[config.mk]
export PLATFORM = sky130hd
export DESIGN_NAME = lcd_ctrl_flat
export DESIGN_NICKNAME = d
export VERILOG_FILES = /design/src/rtl/lcd_ctrl_pkg.sv /design/src/rtl/lcd_ctrl_if.sv /design/src/rtl/lcd_req_fifo.sv /design/src/rtl/lcd_ctrl.sv /design/src/flat_wrapper.sv
export SDC_FILE = /design/constraint.sdc
export NUM_CORES = 1
export LEC_CHECK = 0
export CAP_MARGIN = 20
export CELL_PAD_IN_SITES_DETAIL_PLACEMENT = 1
export CELL_PAD_IN_SITES_GLOBAL_PLACEMENT = 2
export CORE_MARGIN = 2
export CORE_UTILIZATION = 31
export CTS_BUF_LIST = sky130_fd_sc_hd__clkbuf_8
export DETAILED_ROUTE_END_ITERATION = 16
export GPL_ROUTABILITY_DRIVEN = 0
export PLACE_DENSITY = 0.86
export SYNTH_ARGS = -nofsm -noshare
export SYNTH_HDL_FRONTEND = slang
export SYNTH_SLANG_ARGS = --single-unit
[constraint.sdc]
create_clock -name i_clk -period 2 [get_ports i_clk]
set_input_delay 0.4 -clock i_clk [delete_from_list [all_inputs] [get_ports i_clk]]
set_output_delay 0.4 -clock i_clk [all_outputs]
set_load 0.02 [all_outputs]
[src/rtl/lcd_ctrl_pkg.sv]
// -----------------------------------------------------------------------------
// lcd_ctrl_pkg
//   Shared definitions for the HD44780 character-LCD sequencer:
//   - state_t        : sequencer states
//   - INIT_ROM       : controller init bytes (all RS = 0), INIT_LEN entries
//   - LCD_*_BIT      : bit positions inside the o_io_lcd word
//   - OPC_CLEAR/HOME : commands that need the long post-byte wait
//   - is_slow_cmd()  : selects the long wait for clear/home commands
// -----------------------------------------------------------------------------
package lcd_ctrl_pkg;

    typedef enum logic [2:0] {
        S_PWRUP = 3'd0,
        S_LOAD  = 3'd1,
        S_SETUP = 3'd2,
        S_PULSE = 3'd3,
        S_HOLD  = 3'd4,
        S_WAIT  = 3'd5,
        S_IDLE  = 3'd6
    } state_t;

    localparam int INIT_LEN = 6;
    localparam logic [7:0] INIT_ROM [INIT_LEN] = '{8'h38, 8'h38, 8'h38, 8'h0C, 8'h01, 8'h06};

    localparam int LCD_ON_BIT = 31;
    localparam int LCD_EN_BIT = 10;
    localparam int LCD_RS_BIT = 9;
    localparam int LCD_RW_BIT = 8;

    localparam logic [7:0] OPC_CLEAR = 8'h01;
    localparam logic [7:0] OPC_HOME  = 8'h02;

    // Clear and home are the only instructions the controller needs ~1.6 ms for.
    function automatic logic is_slow_cmd(input logic rs, input logic [7:0] data);
        return !rs && ((data == OPC_CLEAR) || (data == OPC_HOME));
    endfunction

endpackage

[src/rtl/lcd_ctrl_if.sv]
// -----------------------------------------------------------------------------
// lcd_ctrl_if
//   Byte request handshake between the LSU (master) and lcd_ctrl (slave).
//   vld  : request valid             (master -> slave)
//   rs   : 0 = command, 1 = data     (master -> slave)
//   data : byte to write             (master -> slave)
//   rdy  : request accepted when vld && rdy on a clock edge (slave -> master)
// -----------------------------------------------------------------------------
interface lcd_ctrl_if;
    logic       vld;
    logic       rs;
    logic [7:0] data;
    logic       rdy;

    modport master (output vld, output rs, output data, input  rdy);
    modport slave  (input  vld, input  rs, input  data, output rdy);
endinterface

[src/rtl/lcd_req_fifo.sv]
// -----------------------------------------------------------------------------
// lcd_req_fifo
//   Synchronous FIFO for {rs, data} requests, used only when LCD_FIFO_EN is
//   defined. DEPTH must be a power of two >= 2.
//   i_clk, i_rst_n : clock, asynchronous active-low reset (pointers only)
//   i_push/i_wdata : write request; accepted when not full, or when a pop
//                    happens in the same cycle (slot freed combinationally)
//   i_pop          : remove the head entry (ignored when empty)
//   o_rdata        : head entry (combinational)
//   o_full/o_empty : occupancy flags
// -----------------------------------------------------------------------------
module lcd_req_fifo #(
    parameter int DEPTH = 4,
    parameter int WIDTH = 9
) (
    input  logic             i_clk,
    input  logic             i_rst_n,
    input  logic             i_push,
    input  logic             i_pop,
    input  logic [WIDTH-1:0] i_wdata,
    output logic [WIDTH-1:0] o_rdata,
    output logic             o_full,
    output logic             o_empty
);
    localparam int AW = $clog2(DEPTH);

    logic [WIDTH-1:0] r_mem [DEPTH];
    logic [AW:0]      r_wptr;
    logic [AW:0]      r_rptr;
    logic             w_do_push;
    logic             w_do_pop;

    assign o_empty   = (r_wptr == r_rptr);
    assign o_full    = (r_wptr[AW] != r_rptr[AW]) && (r_wptr[AW-1:0] == r_rptr[AW-1:0]);
    assign w_do_pop  = i_pop && !o_empty;
    assign w_do_push = i_push && (!o_full || w_do_pop);
    assign o_rdata   = r_mem[r_rptr[AW-1:0]];

    always_ff @(posedge i_clk) begin
        if (w_do_push) begin
            r_mem[r_wptr[AW-1:0]] <= i_wdata;
        end
    end

    always_ff @(posedge i_clk or negedge i_rst_n) begin
        if (!i_rst_n) begin
            r_wptr <= '0;
            r_rptr <= '0;
        end else begin
            if (w_do_push) r_wptr <= r_wptr + 1'b1;
            if (w_do_pop)  r_rptr <= r_rptr + 1'b1;
        end
    end
endmodule

[src/rtl/lcd_ctrl.sv]
// -----------------------------------------------------------------------------
// lcd_ctrl
//   HD44780 character-LCD sequencer. After reset it idles for the power-up
//   time, writes the init bytes, then issues command/data bytes from the LSU,
//   each as setup -> EN pulse -> hold -> busy wait.
//   Optional feature macro: LCD_FIFO_EN (request FIFO of P_FIFO_DEPTH entries;
//   default build uses a single holding register and accepts only when idle).
//   i_clk    : system clock
//   i_reset  : asynchronous active-low reset
//   io_req   : request handshake (lcd_ctrl_if.slave)
//   o_busy   : sequence running or requests pending
//   o_io_lcd : [31] ON, [10] EN, [9] RS, [8] RW (always 0), [7:0] DATA
// -----------------------------------------------------------------------------
module lcd_ctrl
    import lcd_ctrl_pkg::*;
#(
`ifdef LCD_FIFO_EN
    parameter int P_FIFO_DEPTH   = 4,
`endif
    parameter int P_PWRUP_CYC    = 750000,
    parameter int P_SETUP_CYC    = 2,
    parameter int P_EN_CYC       = 12,
    parameter int P_HOLD_CYC     = 2,
    parameter int P_CMD_WAIT_CYC = 2000,
    parameter int P_CLR_WAIT_CYC = 82000
) (
    input  logic        i_clk,
    input  logic        i_reset,
    lcd_ctrl_if.slave   io_req,
    output logic        o_busy,
    output logic [31:0] o_io_lcd
);
    function automatic int len_of(input int p);
        return (p < 1) ? 1 : p;
    endfunction

    function automatic int max2(input int a, input int b);
        return (a > b) ? a : b;
    endfunction

    localparam int PWRUP_LEN = len_of(P_PWRUP_CYC);
    localparam int SETUP_LEN = len_of(P_SETUP_CYC);
    localparam int EN_LEN    = len_of(P_EN_CYC);
    localparam int HOLD_LEN  = len_of(P_HOLD_CYC);
    localparam int CMD_LEN   = len_of(P_CMD_WAIT_CYC);
    localparam int CLR_LEN   = len_of(P_CLR_WAIT_CYC);
    localparam int MAX_LEN   = max2(max2(max2(PWRUP_LEN, SETUP_LEN), max2(EN_LEN, HOLD_LEN)),
                                    max2(CMD_LEN, CLR_LEN));
    localparam int CNT_W     = $clog2(MAX_LEN) + 1;
    localparam int IDX_W     = $clog2(INIT_LEN + 1);

    localparam logic [CNT_W-1:0] CNT_ONE = CNT_W'(1);

    state_t           r_state;
    state_t           w_state_nxt;
    logic [CNT_W-1:0] r_cnt;
    logic [CNT_W-1:0] w_cnt_nxt;
    logic [IDX_W-1:0] r_idx;
    logic [IDX_W-1:0] w_idx_nxt;
    logic             r_on;
    logic             r_rs;
    logic [7:0]       r_data;
    logic             w_load;
    logic             w_init_done;
    logic             w_pending;
    logic             w_head_rs;
    logic [7:0]       w_head_data;
    logic [7:0]       w_init_byte;

    assign w_init_done = (r_idx == IDX_W'(INIT_LEN));

    always_comb begin
        w_init_byte = 8'h00;
        if (r_idx < IDX_W'(INIT_LEN)) begin
            w_init_byte = INIT_ROM[r_idx];
        end
    end

`ifdef LCD_FIFO_EN
    logic       w_full;
    logic       w_empty;
    logic       w_pop;
    logic       w_push;
    logic [8:0] w_head;

    // Requests are popped only when the sequencer loads a non-init byte; that
    // pop also frees a slot for a push in the same cycle. r_on holds rdy low
    // while reset is asserted.
    assign w_pop      = w_load && w_init_done;
    assign io_req.rdy = r_on && (!w_full || w_pop);
    assign w_push     = io_req.vld && io_req.rdy;

    lcd_req_fifo #(
        .DEPTH (P_FIFO_DEPTH),
        .WIDTH (9)
    ) u_req_fifo (
        .i_clk   (i_clk),
        .i_rst_n (i_reset),
        .i_push  (w_push),
        .i_pop   (w_pop),
        .i_wdata ({io_req.rs, io_req.data}),
        .o_rdata (w_head),
        .o_full  (w_full),
        .o_empty (w_empty)
    );

    assign w_pending   = !w_empty;
    assign w_head_rs   = w_head[8];
    assign w_head_data = w_head[7:0];
`else
    logic       r_pend;
    logic       r_hold_rs;
    logic [7:0] r_hold_data;
    logic       w_accept;

    // Only one request in flight: the CPU store stalls until the LCD is idle.
    assign io_req.rdy = (r_state == S_IDLE) && w_init_done && !r_pend;
    assign w_accept   = io_req.vld && io_req.rdy;

    always_ff @(posedge i_clk or negedge i_reset) begin
        if (!i_reset) begin
            r_pend <= 1'b0;
        end else if (w_accept) begin
            r_pend <= 1'b1;
        end else if (w_load && w_init_done) begin
            r_pend <= 1'b0;
        end
    end

    always_ff @(posedge i_clk) begin
        if (w_accept) begin
            r_hold_rs   <= io_req.rs;
            r_hold_data <= io_req.data;
        end
    end

    assign w_pending   = r_pend;
    assign w_head_rs   = r_hold_rs;
    assign w_head_data = r_hold_data;
`endif

    always_comb begin
        w_state_nxt = r_state;
        w_cnt_nxt   = (r_cnt != '0) ? (r_cnt - 1'b1) : '0;
        w_idx_nxt   = r_idx;
        w_load      = 1'b0;
        case (r_state)
            S_PWRUP: begin
                // The counter is 0 straight out of reset; that first cycle
                // counts as power-up cycle 1, so the remainder is loaded.
                if ((r_cnt == '0) && (PWRUP_LEN > 1)) begin
                    w_cnt_nxt = CNT_W'(PWRUP_LEN - 1);
                end else if (r_cnt <= CNT_ONE) begin
                    w_state_nxt = S_LOAD;
                    w_idx_nxt   = '0;
                end
            end
            S_LOAD: begin
                w_load      = 1'b1;
                w_state_nxt = S_SETUP;
                w_cnt_nxt   = CNT_W'(SETUP_LEN);
            end
            S_SETUP: begin
                if (r_cnt <= CNT_ONE) begin
                    w_state_nxt = S_PULSE;
                    w_cnt_nxt   = CNT_W'(EN_LEN);
                end
            end
            S_PULSE: begin
                if (r_cnt <= CNT_ONE) begin
                    w_state_nxt = S_HOLD;
                    w_cnt_nxt   = CNT_W'(HOLD_LEN);
                end
            end
            S_HOLD: begin
                if (r_cnt <= CNT_ONE) begin
                    w_state_nxt = S_WAIT;
                    w_cnt_nxt   = is_slow_cmd(r_rs, r_data) ? CNT_W'(CLR_LEN) : CNT_W'(CMD_LEN);
                end
            end
            S_WAIT: begin
                if (r_cnt <= CNT_ONE) begin
                    w_state_nxt = w_pending ? S_LOAD : S_IDLE;
                    if (!w_init_done) begin
                        w_idx_nxt = r_idx + 1'b1;
                        if (r_idx != IDX_W'(INIT_LEN - 1)) begin
                            w_state_nxt = S_LOAD;
                        end
                    end
                end
            end
            S_IDLE: begin
                if (w_pending) begin
                    w_state_nxt = S_LOAD;
                end
            end
            default: begin
                w_state_nxt = S_PWRUP;
            end
        endcase
    end

    always_ff @(posedge i_clk or negedge i_reset) begin
        if (!i_reset) begin
            r_state <= S_PWRUP;
            r_cnt   <= '0;
            r_idx   <= '0;
            r_on    <= 1'b0;
            r_rs    <= 1'b0;
            r_data  <= 8'h00;
        end else begin
            r_state <= w_state_nxt;
            r_cnt   <= w_cnt_nxt;
            r_idx   <= w_idx_nxt;
            r_on    <= 1'b1;
            if (w_load) begin
                r_rs   <= w_init_done ? w_head_rs   : 1'b0;
                r_data <= w_init_done ? w_head_data : w_init_byte;
            end
        end
    end

    assign o_busy = (r_state != S_IDLE) || w_pending;

    // EN comes straight from the state register so a reset drops it at once.
    always_comb begin
        o_io_lcd             = 32'h0000_0000;
        o_io_lcd[LCD_ON_BIT] = r_on;
        o_io_lcd[LCD_EN_BIT] = (r_state == S_PULSE);
        o_io_lcd[LCD_RS_BIT] = r_rs;
        o_io_lcd[LCD_RW_BIT] = 1'b0;
        o_io_lcd[7:0]        = r_data;
    end
endmodule

[src/flat_wrapper.sv]
// flat-port wrapper written by rule: the top's interface ports become plain ports
module lcd_ctrl_flat import lcd_ctrl_pkg::*;
#(

    parameter int P_PWRUP_CYC    = 750000,
    parameter int P_SETUP_CYC    = 2,
    parameter int P_EN_CYC       = 12,
    parameter int P_HOLD_CYC     = 2,
    parameter int P_CMD_WAIT_CYC = 2000,
    parameter int P_CLR_WAIT_CYC = 82000
)
  (i_clk, i_reset, o_busy, o_io_lcd, io_req_vld, io_req_rs, io_req_data, io_req_rdy);
  lcd_ctrl_if io_req_i ();
  input  logic i_clk;
  input  logic i_reset;
  output logic o_busy;
  output logic [31:0] o_io_lcd;
  input wire logic [$bits(io_req_i.vld)-1:0] io_req_vld;
  input wire logic [$bits(io_req_i.rs)-1:0] io_req_rs;
  input wire logic [$bits(io_req_i.data)-1:0] io_req_data;
  output wire logic [$bits(io_req_i.rdy)-1:0] io_req_rdy;
  assign io_req_i.vld = io_req_vld;
  assign io_req_i.rs = io_req_rs;
  assign io_req_i.data = io_req_data;
  assign io_req_rdy = io_req_i.rdy;
  lcd_ctrl #(.P_PWRUP_CYC(P_PWRUP_CYC), .P_SETUP_CYC(P_SETUP_CYC), .P_EN_CYC(P_EN_CYC), .P_HOLD_CYC(P_HOLD_CYC), .P_CMD_WAIT_CYC(P_CMD_WAIT_CYC), .P_CLR_WAIT_CYC(P_CLR_WAIT_CYC)) u_core (.i_clk(i_clk), .i_reset(i_reset), .io_req(io_req_i), .o_busy(o_busy), .o_io_lcd(o_io_lcd));
endmodule
# Word-level counts from Yosys, hierarchy flattened
# Memory sizes are Yosys's and may differ from the RTL's.
# Cells that the tools add are included.
# totals
ff_bits	47
mem_bits_ro	64
in_bits	12
output_inout_bits	34
n_memories	1
# classes
addsub	2
order_cmp	3
eq_ne	19
muxes	31
bitwise_logic	1
reduce_logical	16
# mem_list
memory	depth	word_bits	read_ports	rd_ports_with_merged_regs	wr	line_no	text
(no name shown)	8	8	1	0	0	lcd_ctrl.sv:75	w_init_byte = INIT_ROM[r_idx];
# op_table
operator	count
$mux 21	5
$pmux 21 s5	1
$mux 3	14
$mux 8	4
$le 21x1->1 const B	1
$logic_not 21->1	1
$pmux 3 s7	1
$reduce_bool 21->1	1
$sub 21x1->21 const B	1
$mux 17	1
$eq 3x3->1 const B	4
$ne 2x1->1 const B	6
$eq 8x1->1 const B	1
$eq 8x2->1 const B	1
$reduce_and 7->1	1
$eq 3x2->1 const B	2
$ne 3x3->1 const B	2
$pmux 3 s2	1
$logic_and 1x1->1	5
$reduce_and 5->1	1
$ge 4x4->1 const B	1
$mux 1	4
$ne 2x2->1 const B	2
$not 3->4	1
7 further kinds	10

# Depth between registers and ports, before layout
# Gate-level depths: netlist (run 1).
# logic_depth
word_depth	6
mapped_depth	8
mapped_depth_nobuf	7

# Worst setup path before layout (run 1)
# OpenSTA, ideal clock, no wires.
# synth_path
path_type	register -> register
from	reg u_core.r_cnt[10]
to	reg u_core.r_cnt[3]
setup_time_ps	126
arrival_ps	2014
required_time_ps	1874
path_slack_ps	-140
stages_incl_launch_ff	6
synth_period_minus_slack_ps	2140
path_cell_list	dfrtp_1 or4_4 nor4b_4 nand2_2 a22o_1 a221o_1
# synth_via
elab_chain_cells	4
elab_cells_between_ends	9
# synth_rtl
element	line_no	text
start: declaration	lcd_ctrl.sv:56	logic [CNT_W-1:0] r_cnt;
start signal: assignment	lcd_ctrl.sv:213	r_cnt <= w_cnt_nxt;
parallel branches: the longest is 3 deep, another holds $le 21x1->1	-	
$pmux 21 s5 *	lcd_ctrl.sv:147	case (r_state)
via u_core.w_cnt_nxt[3]	lcd_ctrl.sv:57	logic [CNT_W-1:0] w_cnt_nxt;
# Mark *: on every way through the listed nets, which the timed path passes.
# A chain may end at the register's enable or synchronous reset.

# Final worst setup path (run 1)
# layout_path
from	reg u_core.r_cnt[14]
to	reg u_core.r_cnt[3]
# The elaborated chain is that of the path after synthesis.

==> results of run 1 <==
-- layout make-up --
class,instances,area [um2],area share
tap,108,135.1,0.03555
clock inverter,3,27.53,0.007242
clock buffer,5,68.82,0.01810
timing repair buffer,76,676.9,0.1781
sequential,47,1221,0.3213
multi-input combinational,230,1638,0.4309
inverter,9,33.78,0.008887
-- per-layer routing --
metal / vias up / global-route usage / share of wire
li1: 1162 / - / -
met4: 0 / 0.02424 / 0.0023
met2: 35 / 0.2775 / 0.52
met5: - / 0 / 0
met3: 2 / 0.02411 / 0.025
met1: 1210 / 0.2076 / 0.45
-- path summary, 6_finish.rpt --
| path | start | end | slack, ns | cells past startpoint |
|---|---|---|---|---|
| worst min-delay path | i_reset | u_core.r_cnt[1] | 0.14 | 2 |
| worst min register to register | u_core.r_hold_rs | u_core.r_rs | 0.53 | 2 |
| worst max-delay path | u_core.r_cnt[14] | u_core.r_cnt[3] | -0.23 | 6 |
| worst max register to register | u_core.r_cnt[14] | u_core.r_cnt[3] | -0.23 | 6 |
| max in group asynchronous | i_reset | u_core.r_cnt[8] | 1.51 | 2 |
| min in group i_clk | u_core.r_hold_rs | u_core.r_rs | 0.53 | 2 |
-- power groups by stage --
stage | Clock (mW) | Sequential [mW] | Combinational (mW)
floorplan | 0 | 0.996 | 0.0687
global placement | 0 | 0.995 | 0.0743
detailed placement | 0 | 0.995 | 0.0756
CTS | 0.650 | 0.976 | 0.0756
global route | 0.682 | 0.976 | 0.0823
finish | 0.626 | 0.976 | 0.0748
-- timing repair --
item	CTS	global route
endpoints found under the setup margin	30	29
pin swaps	14	19
gates resized for setup	37	32
setup buffers	4	3
-- critical path: stages, from the launching register on --
cell                      delay [ns]
sky130_fd_sc_hd__dfrtp_1        0.40
sky130_fd_sc_hd__or4_4          0.57
sky130_fd_sc_hd__nor4b_4        0.38
sky130_fd_sc_hd__buf_4          0.19
sky130_fd_sc_hd__a21oi_2        0.06
sky130_fd_sc_hd__a22o_1         0.24
sky130_fd_sc_hd__a221o_1        0.31
-- per-stage QoR --
stage                     cell area (um2)  std cells
final                                3801        478
after floorplan                      2877        320
after global placement               3378        463
after CTS                            3675        475
after global routing                 3801        478
after detailed placement             3378        463
-- sequential cells by signal, indices dropped and copies added, names as in the netlist --
register	count
u_core.r_data	8
u_core.r_hold_rs	1
u_core.r_on	1
u_core.r_rs	1
u_core.r_pend	1
u_core.r_state	3
u_core.r_hold_data	8
u_core.r_idx	3
u_core.r_cnt	21
-- placed cells by master, fill, tap and decap left out, types with 4 or more instances in the layout --
| master | instances |
|---|---|
| sky130_fd_sc_hd__inv_1 | 9 |
| sky130_fd_sc_hd__ha_1 | 7 |
| sky130_fd_sc_hd__o21ai_0 | 16 |
| sky130_fd_sc_hd__nor2_2 | 4 |
| sky130_fd_sc_hd__a22oi_1 | 4 |
| sky130_fd_sc_hd__clkbuf_8 | 5 |
| sky130_fd_sc_hd__buf_6 | 10 |
| sky130_fd_sc_hd__o22ai_1 | 8 |
| sky130_fd_sc_hd__nand2_1 | 28 |
| sky130_fd_sc_hd__nand3_1 | 8 |
| sky130_fd_sc_hd__a21oi_1 | 11 |
| sky130_fd_sc_hd__nor3_1 | 5 |
| sky130_fd_sc_hd__conb_1 | 22 |
| sky130_fd_sc_hd__dfrtp_1 | 38 |
| sky130_fd_sc_hd__buf_4 | 40 |
| sky130_fd_sc_hd__a21oi_2 | 6 |
| sky130_fd_sc_hd__clkdlybuf4s50_1 | 20 |
| sky130_fd_sc_hd__xor2_1 | 9 |
| sky130_fd_sc_hd__edfxtp_1 | 9 |
| sky130_fd_sc_hd__xnor2_1 | 12 |
| sky130_fd_sc_hd__nor2_1 | 17 |
-- cell families after synthesis --
| logic type | count (synthesis) | share of synthesized area |
|---|---|---|
| simple gates | 103 | 0.1973 |
| fa+ha+maj | 7 | 0.03132 |
| xor+xnor | 21 | 0.06577 |
| compound gates | 76 | 0.1678 |
| flops | 47 | 0.4367 |
| mux | 1 | 0.003580 |
| buf+inv | 43 | 0.09486 |
| other cells | 2 | 0.002686 |
==> report_table.html, run 1 <==
<table>
<tr><th>Metric</th><th>Value</th></tr>
<tr><th colspan="2">Worst setup path</th></tr>
<tr><td>Type of destination of the critical path</td><td>register</td></tr>
<tr><td>CP Data Arrival Time</td><td>2.43 ns</td></tr>
<tr><td>Kind of start point of the critical path</td><td>register</td></tr>
<tr><td>Crit Path Max Fanout</td><td>3</td></tr>
<tr><td>Worst endpoint required time</td><td>2.20 ns</td></tr>
<tr><td>Type of the worst setup path</td><td>register to register</td></tr>
<tr><th colspan="2">Route</th></tr>
<tr><td>Detailed-router iteration count before antenna repair</td><td>4</td></tr>
<tr><td>Remaining routing DRC violations</td><td>0</td></tr>
<tr><td>DR vias/cell</td><td>5.040</td></tr>
<tr><td>Routed Wire Length</td><td>7453 um</td></tr>
<tr><td>Final ANT Viol Nets</td><td>0</td></tr>
<tr><td>Vias after detailed routing</td><td>2409</td></tr>
<tr><td>Iteration-0 DRC Markers</td><td>91</td></tr>
<tr><td>Post-detailed-route wirelength per cell</td><td>15.59 um</td></tr>
<tr><th colspan="2">Pwr</th></tr>
<tr><td>Flop pwr share</td><td>0.582</td></tr>
<tr><td>P_leak</td><td>1.503 nW</td></tr>
<tr><td>Switching fraction of total power</td><td>0.2507</td></tr>
<tr><td>Part of the total power dissipated in combinational logic</td><td>0.045</td></tr>
<tr><td>Internal Dissipation</td><td>1.256 mW</td></tr>
<tr><td>Switching power</td><td>420.4 uW</td></tr>
<tr><td>IR Drop Worst-Case VDD</td><td>342.7 uV</td></tr>
<tr><td>Part of the power in the clock network</td><td>0.373</td></tr>
<tr><td>Total power</td><td>1.676 mW</td></tr>
<tr><td>Pwr per Cell Area</td><td>441.0 mW/mm2</td></tr>
<tr><th colspan="2">Status</th></tr>
<tr><td>Violated checks</td><td>setup timing</td></tr>
<tr><td>Result of the run</td><td>complete, but fails checks</td></tr>
<tr><th colspan="2">Floorplanning</th></tr>
<tr><td>Site Rows</td><td>34</td></tr>
<tr><td>Full die area</td><td>0.009796 mm2</td></tr>
<tr><td>Floorplan die width</td><td>98.98 um</td></tr>
<tr><td>Y dimension of the die</td><td>98.98 um</td></tr>
<tr><td>Total I/O pin count</td><td>46</td></tr>
<tr><td>Starting Density</td><td>0.3207</td></tr>
<tr><td>Core region area</td><td>0.008721 mm2</td></tr>
<tr><th colspan="2">Final layout</th></tr>
<tr><td>Number of antenna diodes</td><td>0</td></tr>
<tr><td>Final core area utilization</td><td>0.4359</td></tr>
<tr><td>Filler cell count</td><td>989</td></tr>
<tr><td>Total number of nets in the final design</td><td>388</td></tr>
<tr><td>Layout cells sized above 1</td><td>0.2946</td></tr>
<tr><td>Area growth, synth to finish</td><td>35.93%</td></tr>
<tr><th colspan="2">STA</th></tr>
<tr><td>Final clock period utilization by the worst path</td><td>1.115</td></tr>
<tr><td>Worst hold slack after final layout</td><td>0.1420 ns</td></tr>
<tr><td>Final TNS setup</td><td>-1.782 ns</td></tr>
<tr><td>Time the worst path needs with I/O delays and setup</td><td>2.231 ns</td></tr>
<tr><td>Max Transition Viols Final</td><td>0</td></tr>
<tr><td>Upper clock frequency limit</td><td>448.3 MHz</td></tr>
<tr><td># setup viols final</td><td>18</td></tr>
<tr><td>Clock Skew</td><td>0.01073 ns</td></tr>
<tr><td>Final hold viol count</td><td>0</td></tr>
<tr><td>Least setup slack across all paths after layout</td><td>-0.2306 ns</td></tr>
<tr><td>Unrepaired setup endpoints after global routing</td><td>yes</td></tr>
<tr><th colspan="2">Global routing</th></tr>
<tr><td>Combined global-route utilization of all metal layers</td><td>0.1572</td></tr>
<tr><td>Number of antenna violations at the first check in global routing</td><td>0</td></tr>
<tr><td>First-pass GRT wire length</td><td>12700 um</td></tr>
<tr><td>Pin count of the biggest net entering global routing</td><td>39</td></tr>
<tr><td>Total grt overflow</td><td>0</td></tr>
<tr><td>Vias in the first global route</td><td>2578</td></tr>
<tr><th colspan="2">Synth</th></tr>
<tr><td>Average instance area after synthesis</td><td>9.321 um2</td></tr>
<tr><td>Async SR Flop Fraction</td><td>0.8085</td></tr>
<tr><td>Library cell occupying the most area in the post-synthesis netlist</td><td>sky130_fd_sc_hd__dfrtp_1</td></tr>
<tr><td>Main synth FF type</td><td>sky130_fd_sc_hd__dfrtp_1</td></tr>
<tr><td>Number of synthesized flops with an enable pin</td><td>9</td></tr>
<tr><td>Number of synthesized register bits</td><td>47</td></tr>
<tr><td>Most frequent cells after synthesis</td><td>sky130_fd_sc_hd__dfrtp_1, sky130_fd_sc_hd__nand2_1, sky130_fd_sc_hd__buf_4</td></tr>
<tr><td>Library cell with the highest instance count after synthesis</td><td>sky130_fd_sc_hd__dfrtp_1</td></tr>
<tr><td>Share of the yosys chip area belonging to registers</td><td>0.4367</td></tr>
<tr><td>Number of warnings reported in the yosys synthesis log</td><td>0</td></tr>
<tr><td>Number of library cell types mapped by synthesis</td><td>53</td></tr>
<tr><td>Synthesized cell area</td><td>0.002796 mm2</td></tr>
<tr><td>Area fraction of the dominant cell type after synthesis</td><td>0.3400</td></tr>
<tr><td>Most area-consuming cells after synthesis</td><td>sky130_fd_sc_hd__dfrtp_1, sky130_fd_sc_hd__edfxtp_1, sky130_fd_sc_hd__buf_4</td></tr>
<tr><td>Synthesized instance count</td><td>300</td></tr>
<tr><th colspan="2">Clock tree</th></tr>
<tr><td>Clock tree buffer depth</td><td>2</td></tr>
<tr><td>CTS tree</td><td>yes</td></tr>
<tr><td>Cell at the root of the clock tree</td><td>sky130_fd_sc_hd__clkbuf_8</td></tr>
<tr><td>Clock transition at the register clock pins on the worst setup and hold paths after CTS</td><td>0.10 ns</td></tr>
<tr><td>Quantity of hold-fixing buffers added after cts</td><td>0</td></tr>
<tr><td>Source-to-sink clock delay at the later pin of the worst-skew pair</td><td>0.30 ns</td></tr>
<tr><td># H-tree levels</td><td>2</td></tr>
<tr><td>Clk sinks</td><td>47</td></tr>
<tr><td>Inserted Clock Buffers</td><td>5</td></tr>
<tr><th colspan="2">Place</th></tr>
<tr><td>Post-placement setup slack</td><td>-0.1995 ns</td></tr>
<tr><td>Half-perimeter wire length after detailed placement</td><td>5298 um</td></tr>
<tr><td>Count of input and output buffers</td><td>24</td></tr>
<tr><th colspan="2">Run</th></tr>
<tr><td>Max-cap check violation count</td><td>0</td></tr>
<tr><th colspan="2">Min path</th></tr>
<tr><td>Type of the worst min-delay path</td><td>input port to async pin</td></tr>
</table>
No activity file was read; power rests on OpenSTA's default activity.
==> inputs of run 2 (changes only) <==
Settings changed: CTS_BUF_LIST sky130_fd_sc_hd__clkbuf_8 to sky130_fd_sc_hd__clkbuf_4.
==> report_table.html, run 2 (synthesis results as in run 1) <==
<table>
<tr><th>Metric</th><th>Value</th></tr>
<tr><th colspan="2">Place</th></tr>
<tr><td>Count of input and output buffers</td><td>24 (unchanged)</td></tr>
<tr><td>Half-perimeter wire length after detailed placement</td><td>5298 um (unchanged)</td></tr>
<tr><td>Area after DPL</td><td>0.003378 mm2 (unchanged)</td></tr>
<tr><th colspan="2">Pwr</th></tr>
<tr><td>Pwr per Cell Area</td><td>404.4 mW/mm2 (-8.3%)</td></tr>
<tr><td>Part of the power in the clock network</td><td>0.322 (-0.051)</td></tr>
<tr><td>Flop pwr share</td><td>0.630 (+0.048)</td></tr>
<tr><td>Switching power</td><td>403.7 uW (-4.0%)</td></tr>
<tr><td>Part of the total power dissipated in combinational logic</td><td>0.048 (+0.003)</td></tr>
<tr><td>Internal Dissipation</td><td>1.148 mW (-8.6%)</td></tr>
<tr><td>P_leak</td><td>1.502 nW (about the same)</td></tr>
<tr><td>Switching fraction of total power</td><td>0.2602 (+0.009453)</td></tr>
<tr><td>IR Drop Worst-Case VDD</td><td>276.9 uV (-19%)</td></tr>
<tr><th colspan="2">Worst setup path</th></tr>
<tr><td>Crit Path Max Fanout</td><td>6 (+3)</td></tr>
<tr><td>Critical path buffers and inverters</td><td>2 (+1)</td></tr>
<tr><td>CP Data Arrival Time</td><td>2.43 ns (about the same)</td></tr>
<tr><td>Max incr delay on CP</td><td>0.57 ns (about the same)</td></tr>
<tr><td>R2R setup slack</td><td>-0.18 ns (+0.05 ns)</td></tr>
<tr><td>Delay-heaviest family, CP</td><td>simple AND/OR/NAND/NOR gates</td></tr>
<tr><td>Critical Path, Cell by Cell</td><td>or4_4 -&gt; nor4b_4 -&gt; buf_4 -&gt; o211ai_1 -&gt; nand3b_1 -&gt; buf_12 -&gt; o22ai_4</td></tr>
<tr><td>Critical register-to-register path startpoint</td><td>u_core.r_cnt[14]</td></tr>
<tr><td>R2r worst-path depth</td><td>7 (+1)</td></tr>
<tr><td>Type of destination of the critical path</td><td>register</td></tr>
<tr><td>Worst endpoint required time</td><td>2.25 ns (+0.05 ns)</td></tr>
<tr><td>Slowest CP cell</td><td>sky130_fd_sc_hd__or4_4</td></tr>
<tr><td>Endpoint of the worst register-to-register path</td><td>u_core.r_cnt[9]</td></tr>
<tr><td>Type of the worst setup path</td><td>register to register</td></tr>
<tr><td>Kind of start point of the critical path</td><td>register</td></tr>
<tr><th colspan="2">Route</th></tr>
<tr><td>Iteration-0 DRC Markers</td><td>100 (+9.9%)</td></tr>
<tr><td>Remaining routing DRC violations</td><td>0 (unchanged)</td></tr>
<tr><td>DR vias/cell</td><td>5.055 (+0.30%)</td></tr>
<tr><td>Detailed-router iteration count before antenna repair</td><td>4 (unchanged)</td></tr>
<tr><td>Vias after detailed routing</td><td>2406 (-0.12%)</td></tr>
<tr><td>Post-detailed-route wirelength per cell</td><td>15.96 um (+2.4%)</td></tr>
<tr><td>Routed Wire Length</td><td>7598 um (+1.9%)</td></tr>
<tr><td>Final ANT Viol Nets</td><td>0 (unchanged)</td></tr>
<tr><th colspan="2">STA</th></tr>
<tr><td>Unrepaired setup endpoints after global routing</td><td>yes</td></tr>
<tr><td>Final clock period utilization by the worst path</td><td>1.088 (-0.02683)</td></tr>
<tr><td>Clock Skew</td><td>0.02097 ns (+0.01024 ns)</td></tr>
<tr><td>Worst-case headroom to the max-slew limit</td><td>0.5679</td></tr>
<tr><td>Max Transition Viols Final</td><td>0 (unchanged)</td></tr>
<tr><td>Least setup slack across all paths after layout</td><td>-0.1770 ns (+0.05366 ns)</td></tr>
<tr><td># setup viols final</td><td>18 (unchanged)</td></tr>
<tr><td>Worst hold slack after final layout</td><td>0.05093 ns (-0.09107 ns)</td></tr>
<tr><td>Upper clock frequency limit</td><td>459.4 MHz (+2.5%)</td></tr>
<tr><td>Worst Tran Pin Value</td><td>0.6475 ns</td></tr>
<tr><td>Final TNS setup</td><td>-1.764 ns (+0.01863 ns)</td></tr>
<tr><td>Time the worst path needs with I/O delays and setup</td><td>2.177 ns (-0.05366 ns)</td></tr>
<tr><td>Final hold viol count</td><td>0 (unchanged)</td></tr>
<tr><th colspan="2">Final layout</th></tr>
<tr><td>Footprint of the multi-input gates</td><td>0.001687 mm2 (+3.0%)</td></tr>
<tr><td>Filler cell count</td><td>986 (-0.30%)</td></tr>
<tr><td>Number of antenna diodes</td><td>0 (unchanged)</td></tr>
<tr><td>Area growth, synth to finish</td><td>37.18%</td></tr>
<tr><td>Flip-flop count of the largest register after layout</td><td>21 (unchanged)</td></tr>
<tr><td>Storage element area</td><td>0.001221 mm2 (unchanged)</td></tr>
<tr><td>Total number of nets in the final design</td><td>386 (-0.52%)</td></tr>
<tr><td>Post-layout instance area</td><td>0.003836 mm2 (+0.92%)</td></tr>
<tr><td>Leading cell types in the layout, fill and taps excluded</td><td>sky130_fd_sc_hd__dfrtp_1, sky130_fd_sc_hd__buf_4, sky130_fd_sc_hd__nand2_1</td></tr>
<tr><td>Largest registers ranked by flip-flop count</td><td>u_core.r_cnt x21, u_core.r_data x8, u_core.r_hold_data x8</td></tr>
<tr><td>Layout cells sized above 1</td><td>0.3071 (+0.01247)</td></tr>
<tr><td>Commonest non-fill, non-tap cell in the layout</td><td>sky130_fd_sc_hd__dfrtp_1</td></tr>
<tr><td>Register name with the most flops</td><td>u_core.r_cnt</td></tr>
<tr><th colspan="2">Global routing</th></tr>
<tr><td>Total grt overflow</td><td>0 (unchanged)</td></tr>
<tr><td>Number of antenna violations at the first check in global routing</td><td>0 (unchanged)</td></tr>
<tr><td>Pin count of the biggest net entering global routing</td><td>39 (unchanged)</td></tr>
<tr><td>Vias in the first global route</td><td>2560 (-0.70%)</td></tr>
<tr><td>First-pass GRT wire length</td><td>12520 um (-1.4%)</td></tr>
<tr><td>Combined global-route utilization of all metal layers</td><td>0.1570 (about the same)</td></tr>
<tr><th colspan="2">Clock tree</th></tr>
<tr><td>Source-to-sink clock delay at the later pin of the worst-skew pair</td><td>0.38 ns (+0.08 ns)</td></tr>
<tr><td>Clk sinks</td><td>47 (unchanged)</td></tr>
<tr><td>Cell at the root of the clock tree</td><td>sky130_fd_sc_hd__clkbuf_4</td></tr>
<tr><td>CTS tree</td><td>yes</td></tr>
<tr><td>Inserted Clock Buffers</td><td>5 (unchanged)</td></tr>
<tr><td>Clock tree buffer depth</td><td>2 (unchanged)</td></tr>
<tr><td>Clock transition at the register clock pins on the worst setup and hold paths after CTS</td><td>0.16 ns (+0.06 ns)</td></tr>
<tr><td># H-tree levels</td><td>2 (unchanged)</td></tr>
<tr><th colspan="2">Floorplanning</th></tr>
<tr><td>Full die area</td><td>0.009796 mm2 (unchanged)</td></tr>
<tr><td>Site Rows</td><td>34 (unchanged)</td></tr>
<tr><td>Floorplan die width</td><td>98.98 um (unchanged)</td></tr>
<tr><td>Core region area</td><td>0.008721 mm2 (unchanged)</td></tr>
<tr><td>Y dimension of the die</td><td>98.98 um (unchanged)</td></tr>
<tr><td>Total I/O pin count</td><td>46 (unchanged)</td></tr>
<tr><td>Starting Density</td><td>0.3207 (unchanged)</td></tr>
<tr><th colspan="2">Run</th></tr>
<tr><td>Max-cap check violation count</td><td>0 (unchanged)</td></tr>
<tr><th colspan="2">Status</th></tr>
<tr><td>Violated checks</td><td>setup timing</td></tr>
<tr><td>Result of the run</td><td>complete, but fails checks</td></tr>
<tr><th colspan="2">Min path</th></tr>
<tr><td>Type of the worst min-delay path</td><td>input port to async pin</td></tr>
</table>
-- run 2: cell types whose count changed in the layout (fill, tap and decap cells not counted), sizes merged --
cell,previous run,this run
buf,53,52
clkbuf,7,6
clkdlybuf4s15,0,1
dlygate4sd2,1,0
-- run 2: final cells by class --
class | instances | area share
Inverter | 9 | 0.008806
Multi-Input combinational cell | 230 | 0.4397
Clock inverter | 3 | 0.007175
Clock buffer | 5 | 0.009785
Timing Repair Buffer | 74 | 0.1810
Tap cell | 108 | 0.03523
Sequential cell | 47 | 0.3183
-- run 2: repair_timing --
| item | 4_1_cts | 5_1_grt |
|---|---|---|
| buffers inserted | 3 | 3 |
| pin swaps | 18 | 21 |
| hold buffers | 0 | 0 |
| resized for setup | 44 | 45 |
| endpoints found under the setup margin | 30 | 30 |
| endpoints found under the hold margin | 0 | 0 |
-- run 2: per-stage QoR --
stage          cells    util  setup WS (ns)  power (mW)
2_1_floorplan    320       -        -0.1356       1.065
3_3_place_gp     463  0.3874        -0.1228       1.070
3_5_place_dp     463  0.3874        -0.1995       1.071
4_1_cts          474  0.4176        -0.1196       1.576
5_1_grt          476  0.4399        -0.2545       1.617
6_report         476  0.4399        -0.1770       1.552
-- run 2: worst max-delay path by stage --
| stage | from | end | depth (start not counted) |
|---|---|---|---|
| after floorplan | u_core.r_cnt[16] | u_core.r_cnt[3] | 5 |
| after global placement | u_core.r_cnt[16] | u_core.r_cnt[3] | 5 |
| after detailed placement | u_core.r_cnt[16] | u_core.r_idx[1] | 6 |
| after CTS | u_core.r_cnt[10] | u_core.r_cnt[3] | 5 |
| after global routing | u_core.r_cnt[14] | u_core.r_cnt[9] | 7 |
| final | u_core.r_cnt[14] | u_core.r_cnt[9] | 7 |
-- run 2: routing by layer --
metal	vias to the layer above	routed length (um)	GRT usage	part of all wire
met2	31	4029	0.2760	0.53
met3	5	170	0.02624	0.022
li1	1164	-	-	-
met4	0	39	0.02845	0.0051
met5	-	0	0	0
met1	1206	3359	0.2054	0.44
-- run 2: power groups by stage --
stage | clock network (mW) | registers, mW | logic [mW]
4_1_cts | 0.524 | 0.977 | 0.0756
3_5_place_dp | 0 | 0.995 | 0.0756
3_3_place_gp | 0 | 0.995 | 0.0743
5_1_grt | 0.558 | 0.977 | 0.0820
2_1_floorplan | 0 | 0.996 | 0.0687
6_report | 0.500 | 0.977 | 0.0748
